===== src/rtl/gj_axis_uart_rx_framer.sv =====
// gj_axis_uart_rx_framer: frames UART RX byte strobes into AXI-Stream packets by line-idle timeout.
// Optional GJ_RX_FRAMER_OVFCNT_EN adds a saturating overflow counter port ovf_cnt.
module gj_axis_uart_rx_framer #(
    parameter int DEPTH = 16,
    parameter int AW    = 4
) (
    input  logic        clk,
    input  logic        rst,
    input  logic        clk_en,
    input  logic [15:0] idle_bits,
    input  logic        in_tvalid,
    input  logic [7:0]  in_tdata,
    input  logic        in_tuser,
    output logic        m_tvalid,
    input  logic        m_tready,
    output logic [7:0]  m_tdata,
    output logic        m_tuser,
    output logic        m_tlast,
    output logic        overflow
`ifdef GJ_RX_FRAMER_OVFCNT_EN
    ,
    output logic [15:0] ovf_cnt
`endif
);
    typedef enum logic {IDLE, HOLD} state_t;
    state_t      state;
    logic [7:0]  st_data;
    logic        st_user;
    logic        st_vld;
    logic [15:0] cnt;
    logic        corrupt;
    logic [9:0]  mem [DEPTH];
    logic [AW:0] wr_ptr, rd_ptr;
    logic        full, empty, pop, push, timeout;
    logic [9:0]  entry;
    logic [9:0]  head;

    assign st_vld = state == HOLD;

    always_comb begin
        full    = wr_ptr == {~rd_ptr[AW], rd_ptr[AW-1:0]};
        empty   = wr_ptr == rd_ptr;
        pop     = !empty && m_tready;
        timeout = st_vld && clk_en && !in_tvalid && (cnt + 16'd1 == idle_bits);
        push    = (in_tvalid && (st_vld || idle_bits == 16'd0)) || timeout;
        // a byte arriving in IDLE is only pushed directly in the idle_bits==0 case
        entry   = (in_tvalid && !st_vld) ? {1'b1, in_tuser | corrupt, in_tdata}
                                         : {timeout, st_user | corrupt, st_data};
        head    = empty ? 10'd0 : mem[rd_ptr[AW-1:0]];
        m_tvalid = !empty;
        m_tlast  = head[9];
        m_tuser  = head[8];
        m_tdata  = head[7:0];
    end

    always_ff @(posedge clk)
        if (push && !full) mem[wr_ptr[AW-1:0]] <= entry;

    always_ff @(posedge clk or posedge rst) begin
        if (rst) begin
            state    <= IDLE;
            st_data  <= 8'd0;
            st_user  <= 1'b0;
            cnt      <= 16'd0;
            corrupt  <= 1'b0;
            wr_ptr   <= '0;
            rd_ptr   <= '0;
            overflow <= 1'b0;
        end else begin
            overflow <= push && full;
            if (push) corrupt <= full;
            if (push && !full) wr_ptr <= wr_ptr + 1'b1;
            if (pop) rd_ptr <= rd_ptr + 1'b1;
            if (in_tvalid && (st_vld || idle_bits != 16'd0)) begin
                state   <= HOLD;
                st_data <= in_tdata;
                st_user <= in_tuser;
                cnt     <= 16'd0;
            end else if (timeout) begin
                state <= IDLE;
            end else if (st_vld && clk_en) begin
                cnt <= cnt + 16'd1;
            end
        end
    end

`ifdef GJ_RX_FRAMER_OVFCNT_EN
    always_ff @(posedge clk or posedge rst) begin
        if (rst) ovf_cnt <= 16'd0;
        else if (push && full && ovf_cnt != 16'hFFFF) ovf_cnt <= ovf_cnt + 16'd1;
    end
`endif
endmodule


===== config.mk =====
export PLATFORM = sky130hd
export DESIGN_NAME = gj_axis_uart_rx_framer
export DESIGN_NICKNAME = d
export VERILOG_FILES = /design/src/rtl/gj_axis_uart_rx_framer.sv
export SDC_FILE = /design/constraint.sdc
export NUM_CORES = 1
export LEC_CHECK = 0
export CORE_MARGIN = 3
export CORE_UTILIZATION = 63
export CTS_CLUSTER_DIAMETER = 50
export DETAILED_ROUTE_END_ITERATION = 8
export DONT_BUFFER_PORTS = 1
export HOLD_SLACK_MARGIN = 0.1
export PLACE_DENSITY = 0.84
export SYNTH_ARGS = -nofsm -noshare
export SYNTH_HDL_FRONTEND = slang
export SYNTH_SLANG_ARGS = --single-unit

===== constraint.sdc =====
create_clock -name clk -period 4.1 [get_ports clk]
set_input_delay 0.82 -clock clk [delete_from_list [all_inputs] [get_ports clk]]
set_output_delay 0.82 -clock clk [all_outputs]
set_load 0.02 [all_outputs]

-- Word level (Yosys, flattened, before mapping)
Memories as Yosys holds them, arrays and structs flattened.
Cells that the tools add are included.
- multiplexer cells: 9
- equality and inequality tests: 4
- $add $sub $neg: 3
- bitwise operators: 3
- reduce and logical (&&, ||, !) cells: 21
- operators by type and width (cell ; number):
    2-to-1 mux 16 bit ; 3
    2-to-1 mux 10 bit ; 2
    adder 16 x 1 -> 16 bit, second input constant ; 1
    == test 16 bit ; 1
    zero test 16 bit ; 1
    nonzero test 16 bit ; 1
    adder 5 x 1 -> 5 bit, second input constant ; 2
    == test 5 bit ; 2
    logical AND 1 bit ; 9
    zero test 1 bit ; 4
    2-to-1 mux 1 bit ; 4
    nonzero test 2 bit ; 2
    logical OR 1 bit ; 3
    inequality test 2 x 1 -> 1 bit, second input constant ; 1
    OR 1 bit ; 2
    AND reduction 2 bit ; 1
    NOT 1 bit ; 1
- word-level logic and storage cells: 49
- input bits: 30
- output and inout port bits: 12
- memories: 1
- memory bits (writable): 160
- register bits after elaboration: 38
- memories (memory ; words ; bits a word ; rd ports ; clocked after memory_dff ; write ports ; line ; source):
    mem ; 16 ; 10 ; 1 ; 0 ; 1 ; 32 ; logic [9:0] mem [DEPTH];

-- Longest topological paths before layout
Gate-level depths: netlist (run 1).
- depth in word-level cells: 7
- gate-level depth with buffers: 11
- mapped depth without buffers: 8

-- Worst setup path after synthesis (run 1)
OpenSTA, ideal clock, no wires.
- kind: input port to flip-flop
- start point: input idle_bits[6]
- end point: memory mem[3][0], enable pin
- setup slack: 0.496 ns
- stages: 8
- arrival: 3.214 ns
- buffers on the path: 1
- required time: 3.710 ns
- library setup time: 0.390 ns
- cell sequence: xnor2_1 > and3_1 > or4b_4 > nor4_4 > and4_4 > buf_8 > o211ai_1 > nor3_1
- cells in the longest elaborated chain, start to end: 7
- elaborated cells between the ends (all ways): 9
- classes of those cells: 1 x eq/ne; 2 x mux; 6 x reduce/logical
- ends and longest elaborated chain (what ; line ; source):
    from (decl) ; 10 ; input logic [15:0] idle_bits,
    zero test 16 bit ; 45 ; push = (in_tvalid && (st_vld || idle_bits == 16'd0)) || timeout;
    logical OR 1 bit ; 45 ;
    logical AND 1 bit ; 45 ;
    logical OR 1 bit (*) ; 45 ;
    logical AND 1 bit (*) ; 57 ; if (push && !full) mem[wr_ptr[AW-1:0]] <= entry;
    2-to-1 mux 1 bit (*) ; 57 ;
    2-to-1 mux 1 bit (implied by the code) (*) ; 57 ;
    to (decl) ; 32 ;
Every way passes the cells marked *; elsewhere a longest branch is shown, timed or not.

-- Worst setup path after layout (run 1)
- start point: register rd_ptr[0]
- end point: output m_tdata[0]
- cells in the longest elaborated chain, start to end: 2
- elaborated cells between the ends (all ways): 3
- classes of those cells: 1 x eq/ne; 1 x mux; 1 x memory
- ends and longest elaborated chain (what ; line ; source):
    from (decl) ; 33 ; logic [AW:0] wr_ptr, rd_ptr;
    from (signal assigned) ; 73 ; if (pop) rd_ptr <= rd_ptr + 1'b1;
    memory read (16 x 10 bit) or == test 5 bit (tied branches) ; n/a ;
    2-to-1 mux 10 bit (*) ; 49 ; head = empty ? 10'd0 : mem[rd_ptr[AW-1:0]];
    to (decl) ; 16 ; output logic [7:0] m_tdata,
Marked as above.

==> results.sh, run 1 <==
export IMPL_cts_root_to_sink_buffers=2
export IMPL_drc_violation_total_after_the_first_tritonroute_iteration=552
export IMPL_clk_pin_slew_ps=70
export IMPL_crit_required_ps=3280
export IMPL_dpl_worst_slack_ps=648
export IMPL_synthCells=521
export IMPL_reg2reg_from="cnt[0]$_DFFE_PP0P_"
export IMPL_grt_met1_usage_pct=35.1
export IMPL_final_period_utilization_pct=87.7
export IMPL_postCtsSetupBuffers=0
export IMPL_number_of_setup_violations_in_the_final_report=0
export IMPL_maxSlewHeadroom_pct=31.1
export IMPL_report_final_hold_viol_count=0
export IMPL_grt_pass1_wl_mm=30.1
export IMPL_cts_resized=0
export IMPL_crit_path_frequent_cell="sky130_fd_sc_hd__mux4_2"
export IMPL_arrival_ps=2780
export IMPL_timing_clock_skew_ps=11.8
export IMPL_cts_root_buffer="sky130_fd_sc_hd__clkbuf_16"
export IMPL_rr_worst_depth=8
export IMPL_grt_start_max_net_pins=42
export IMPL_global_route_overflow_total=0
export IMPL_clock_latency_ps=430
export IMPL_first_global_vias=4913
export IMPL_cts_sinks=198
export IMPL_postRouteWirelength_mm=19.4
export IMPL_cts_tree="built"
export IMPL_syn_area_per_cell_sq_um=16.9
export IMPL_dp_final_hpwl_mm=13.0
export IMPL_grt_total_usage_pct=26.1
export IMPL_io_pin_count=42
export IMPL_gp_congestion=0.859
export IMPL_cp_start_kind="flip-flop"
export IMPL_setup_reg_to_reg_worst_slack_ps=800
export IMPL_mappedNetlistNets=557
export IMPL_worst_path_largest_cell_delay_ps=700
export IMPL_postLayoutSetupSlackWorst_ps=502
export IMPL_power_leakage_nw=3.26
export IMPL_slowest_stage_cell_on_the_critical_path="sky130_fd_sc_hd__dfrtp_2"
export IMPL_wl_per_cell_microns=27.6
export IMPL_floorplan_die_height_microns=124
export IMPL_holdWs_ps=397
export IMPL_netlist_top_cells_area="sky130_fd_sc_hd__edfxtp_1 55%, sky130_fd_sc_hd__mux4_2 13%, sky130_fd_sc_hd__dfrtp_1 11%"
export IMPL_async_flop_share_pct=19.2
export IMPL_globalRouteMet3Util_pct=6.69
export IMPL_met2_track_usage_gr_pct=42.5
export IMPL_layout_drive_gt1_share_pct=25.4
export IMPL_cts_made_buffers=17
export IMPL_max_rail_drop_vdd_v=0.000361
export IMPL_drt_drc_violations_left=0
export IMPL_total_power_w=0.00594
export IMPL_pwr_density_cell_mw_per_mm2=628
export IMPL_status="finished, final reports clean"
export IMPL_detail_route_antenna_nets=0
export IMPL_cp_max_fanout=15
export IMPL_port_buffer_count=0
export IMPL_fillerInstances=835
export IMPL_core_area_sq_mm=0.0135
export IMPL_cts_htree_levels=4
export IMPL_maximum_clock_rate_mhz=278
export IMPL_drtPass1Iterations=5
export IMPL_endpoint_kind="primary output"
export IMPL_row_count=42
export IMPL_hold_path_class="in -> async"
export IMPL_dr_total_vias=4856
export IMPL_synth_ff_latch_count=198
export IMPL_grt_antenna_before_repair=0
export IMPL_synth_flop_cell="sky130_fd_sc_hd__edfxtp_1"
export IMPL_hold_buffers=0
export IMPL_synth_seq_area_share_pct=65.3
export IMPL_timing_worst_setup_path_type="reg -> out"
export IMPL_synth_edf_count=160
export IMPL_fp_dieArea_sq_mm=0.0154
export IMPL_timing_worst_slew_pin_value_ps=1030
export IMPL_detail_route_vias_per_cell=6.90
export IMPL_netlist_top_cell_by_area="sky130_fd_sc_hd__edfxtp_1"
export IMPL_gr_max_usage_layer="met2"
export IMPL_start_util_pct=65.5
export IMPL_finalCriticalPeriod_ps=3600
export IMPL_yosysUniqueCellTypes=54
export IMPL_max_capacitance_violation_total=0
export IMPL_setup_repair_after_global_routing_missed_its_margin="no"
export IMPL_path_cells="buf_4 > mux4_2 > mux4_2 > nor2b_1"
export IMPL_chipWidth_microns=124
export IMPL_setup_total_neg_slack_ps=0
export IMPL_timing_rr_end="mem[3][0]$_DFFE_PP_"
export IMPL_netlist_area_sq_mm=0.00881
export IMPL_nets=551
export IMPL_final_max_slew_viol_count=0
export IMPL_number_of_synthesis_warnings=0
export IMPL_n_antenna_cell=0
export IMPL_synth_largest_type_area_fraction_pct=54.5
export IMPL_area_delta_synth_final_pct=7.42
==> cell type report <==
type | instances | area, sq um | share of cell area [%]
Clock buffer | 19 | 433 | 4.57
Clock inverter | 13 | 96.3 | 1.02
Inverter | 9 | 33.8 | 0.357
Multi-Input combinational cell | 278 | 2830 | 29.9
Sequential cell | 198 | 5760 | 60.8
Tap cell | 176 | 220 | 2.33
Timing Repair Buffer | 11 | 95.1 | 1.00
==> kinds of logic after synthesis <==
kind of cell	synth area share, %
and+or+nand+nor	8.45
DFF	65.3
adders and majority gates	0.852
AOI/OAI and AO/OA	3.79
muxes	15.5
buffers and inverters	2.57
xor gates and xnor gates	3.58
==> cell usage after synthesis, types with 2 or more instances <==
cell,number
sky130_fd_sc_hd__a221o_1,5
sky130_fd_sc_hd__nor3_1,6
sky130_fd_sc_hd__xnor2_1,28
sky130_fd_sc_hd__nand3_1,14
sky130_fd_sc_hd__and3_1,16
sky130_fd_sc_hd__nor2_1,19
sky130_fd_sc_hd__xor2_1,8
sky130_fd_sc_hd__and2_1,4
sky130_fd_sc_hd__nand4_1,9
sky130_fd_sc_hd__a211o_2,4
sky130_fd_sc_hd__o211ai_1,2
sky130_fd_sc_hd__buf_6,4
sky130_fd_sc_hd__a21o_1,2
sky130_fd_sc_hd__mux4_2,50
sky130_fd_sc_hd__nor2b_1,19
sky130_fd_sc_hd__edfxtp_1,160
sky130_fd_sc_hd__or2_2,4
sky130_fd_sc_hd__inv_1,9
sky130_fd_sc_hd__buf_2,4
sky130_fd_sc_hd__buf_4,3
sky130_fd_sc_hd__a22o_2,5
sky130_fd_sc_hd__a21oi_1,3
sky130_fd_sc_hd__and4_4,2
sky130_fd_sc_hd__and4_1,2
sky130_fd_sc_hd__o21ai_0,4
sky130_fd_sc_hd__mux2_2,21
sky130_fd_sc_hd__nor4_1,8
sky130_fd_sc_hd__dfrtp_1,38
sky130_fd_sc_hd__nand2_1,11
sky130_fd_sc_hd__a211o_1,2
sky130_fd_sc_hd__a31oi_1,2
sky130_fd_sc_hd__buf_1,7
sky130_fd_sc_hd__ha_1,6
sky130_fd_sc_hd__a22o_1,2
sky130_fd_sc_hd__clkbuf_1,17
sky130_fd_sc_hd__a211oi_1,3
==> power by group <==
part           switching, W  total [W]  internal, W
sequential         0.000319    0.00276      0.00244
clock              0.000724    0.00151     0.000782
combinational      0.000859    0.00168     0.000817
==> worst max-delay path by stage <==
stage / from / to / slack, ps / cells past startpoint
finish: rd_ptr[0]$_DFFE_PP0P_ / m_tdata[0] / 500 / 4
global route: rd_ptr[0]$_DFFE_PP0P_ / m_tdata[0] / 410 / 4
CTS: rd_ptr[0]$_DFFE_PP0P_ / m_tdata[0] / 470 / 4
detailed placement: idle_bits[6] / mem[3][3]$_DFFE_PP_ / 650 / 8
global placement: idle_bits[6] / mem[3][8]$_DFFE_PP_ / 760 / 8
floorplan: idle_bits[6] / mem[3][0]$_DFFE_PP_ / 500 / 8
==> sequential cells by signal, summed over array words and instances, names as in the netlist <==
name,count
st_user,1
rd_ptr,5
mem,160
overflow,1
st_data,8
cnt,16
st_vld,1
corrupt,1
wr_ptr,5
==> routing by layer <==
| metal | vias up | wire [microns] |
|---|---|---|
| met1 | 2478 | 7260 |
| met2 | 314 | 9920 |
| met5 | - | 0 |
| met3 | 30 | 1750 |
| li1 | 2034 | - |
| met4 | 0 | 473 |
==> cells in the final DEF, fill, tap and decap left out, drive strengths merged, types with 5 or more instances in the layout <==
master | Yosys | final
inv | 9 | 14
a211o | 6 | 6
nand2 | 11 | 11
and3 | 17 | 17
mux4 | 50 | 50
mux2 | 21 | 21
xor2 | 8 | 8
a22o | 7 | 7
clkinv | 0 | 5
clkbuf | 17 | 19
ha | 6 | 6
nor3 | 7 | 7
nor2 | 20 | 20
xnor2 | 28 | 28
nor2b | 19 | 19
edfxtp | 160 | 160
dfrtp | 38 | 38
nand4 | 10 | 10
buf | 19 | 11
nor4 | 9 | 9
a221o | 5 | 5
nand3 | 14 | 14
==> stage by stage <==
step | cell area (sq um) | cells | util, %
2_1_floorplan | 8810 | 521 | -
3_3_place_gp | 8940 | 672 | 66.4
3_5_place_dp | 8940 | 672 | 66.4
4_1_cts | 9470 | 704 | 70.4
5_1_grt | 9470 | 704 | 70.4
6_report | 9470 | 704 | 70.4
==> worst max-delay path: cells and delay by family (launching register included) <==
family                 cells  cell delay, ps
muxes                      2            1090
DFF                        1             700
buffers and inverters      1             320
and+or+nand+nor            1             230
Power figures use the tool's default switching activity.
==> run 2: changes to the inputs <==
--- a/config.mk
+++ b/config.mk
@@ -12,6 +12,7 @@
 export DONT_BUFFER_PORTS = 1
 export HOLD_SLACK_MARGIN = 0.1
 export PLACE_DENSITY = 0.84
+export SKIP_CTS_REPAIR_TIMING = 1
 export SYNTH_ARGS = -nofsm -noshare
 export SYNTH_HDL_FRONTEND = slang
 export SYNTH_SLANG_ARGS = --single-unit
==> results of run 2 <==
No change in the layout: final DEF, timing and power equal those of run 1.
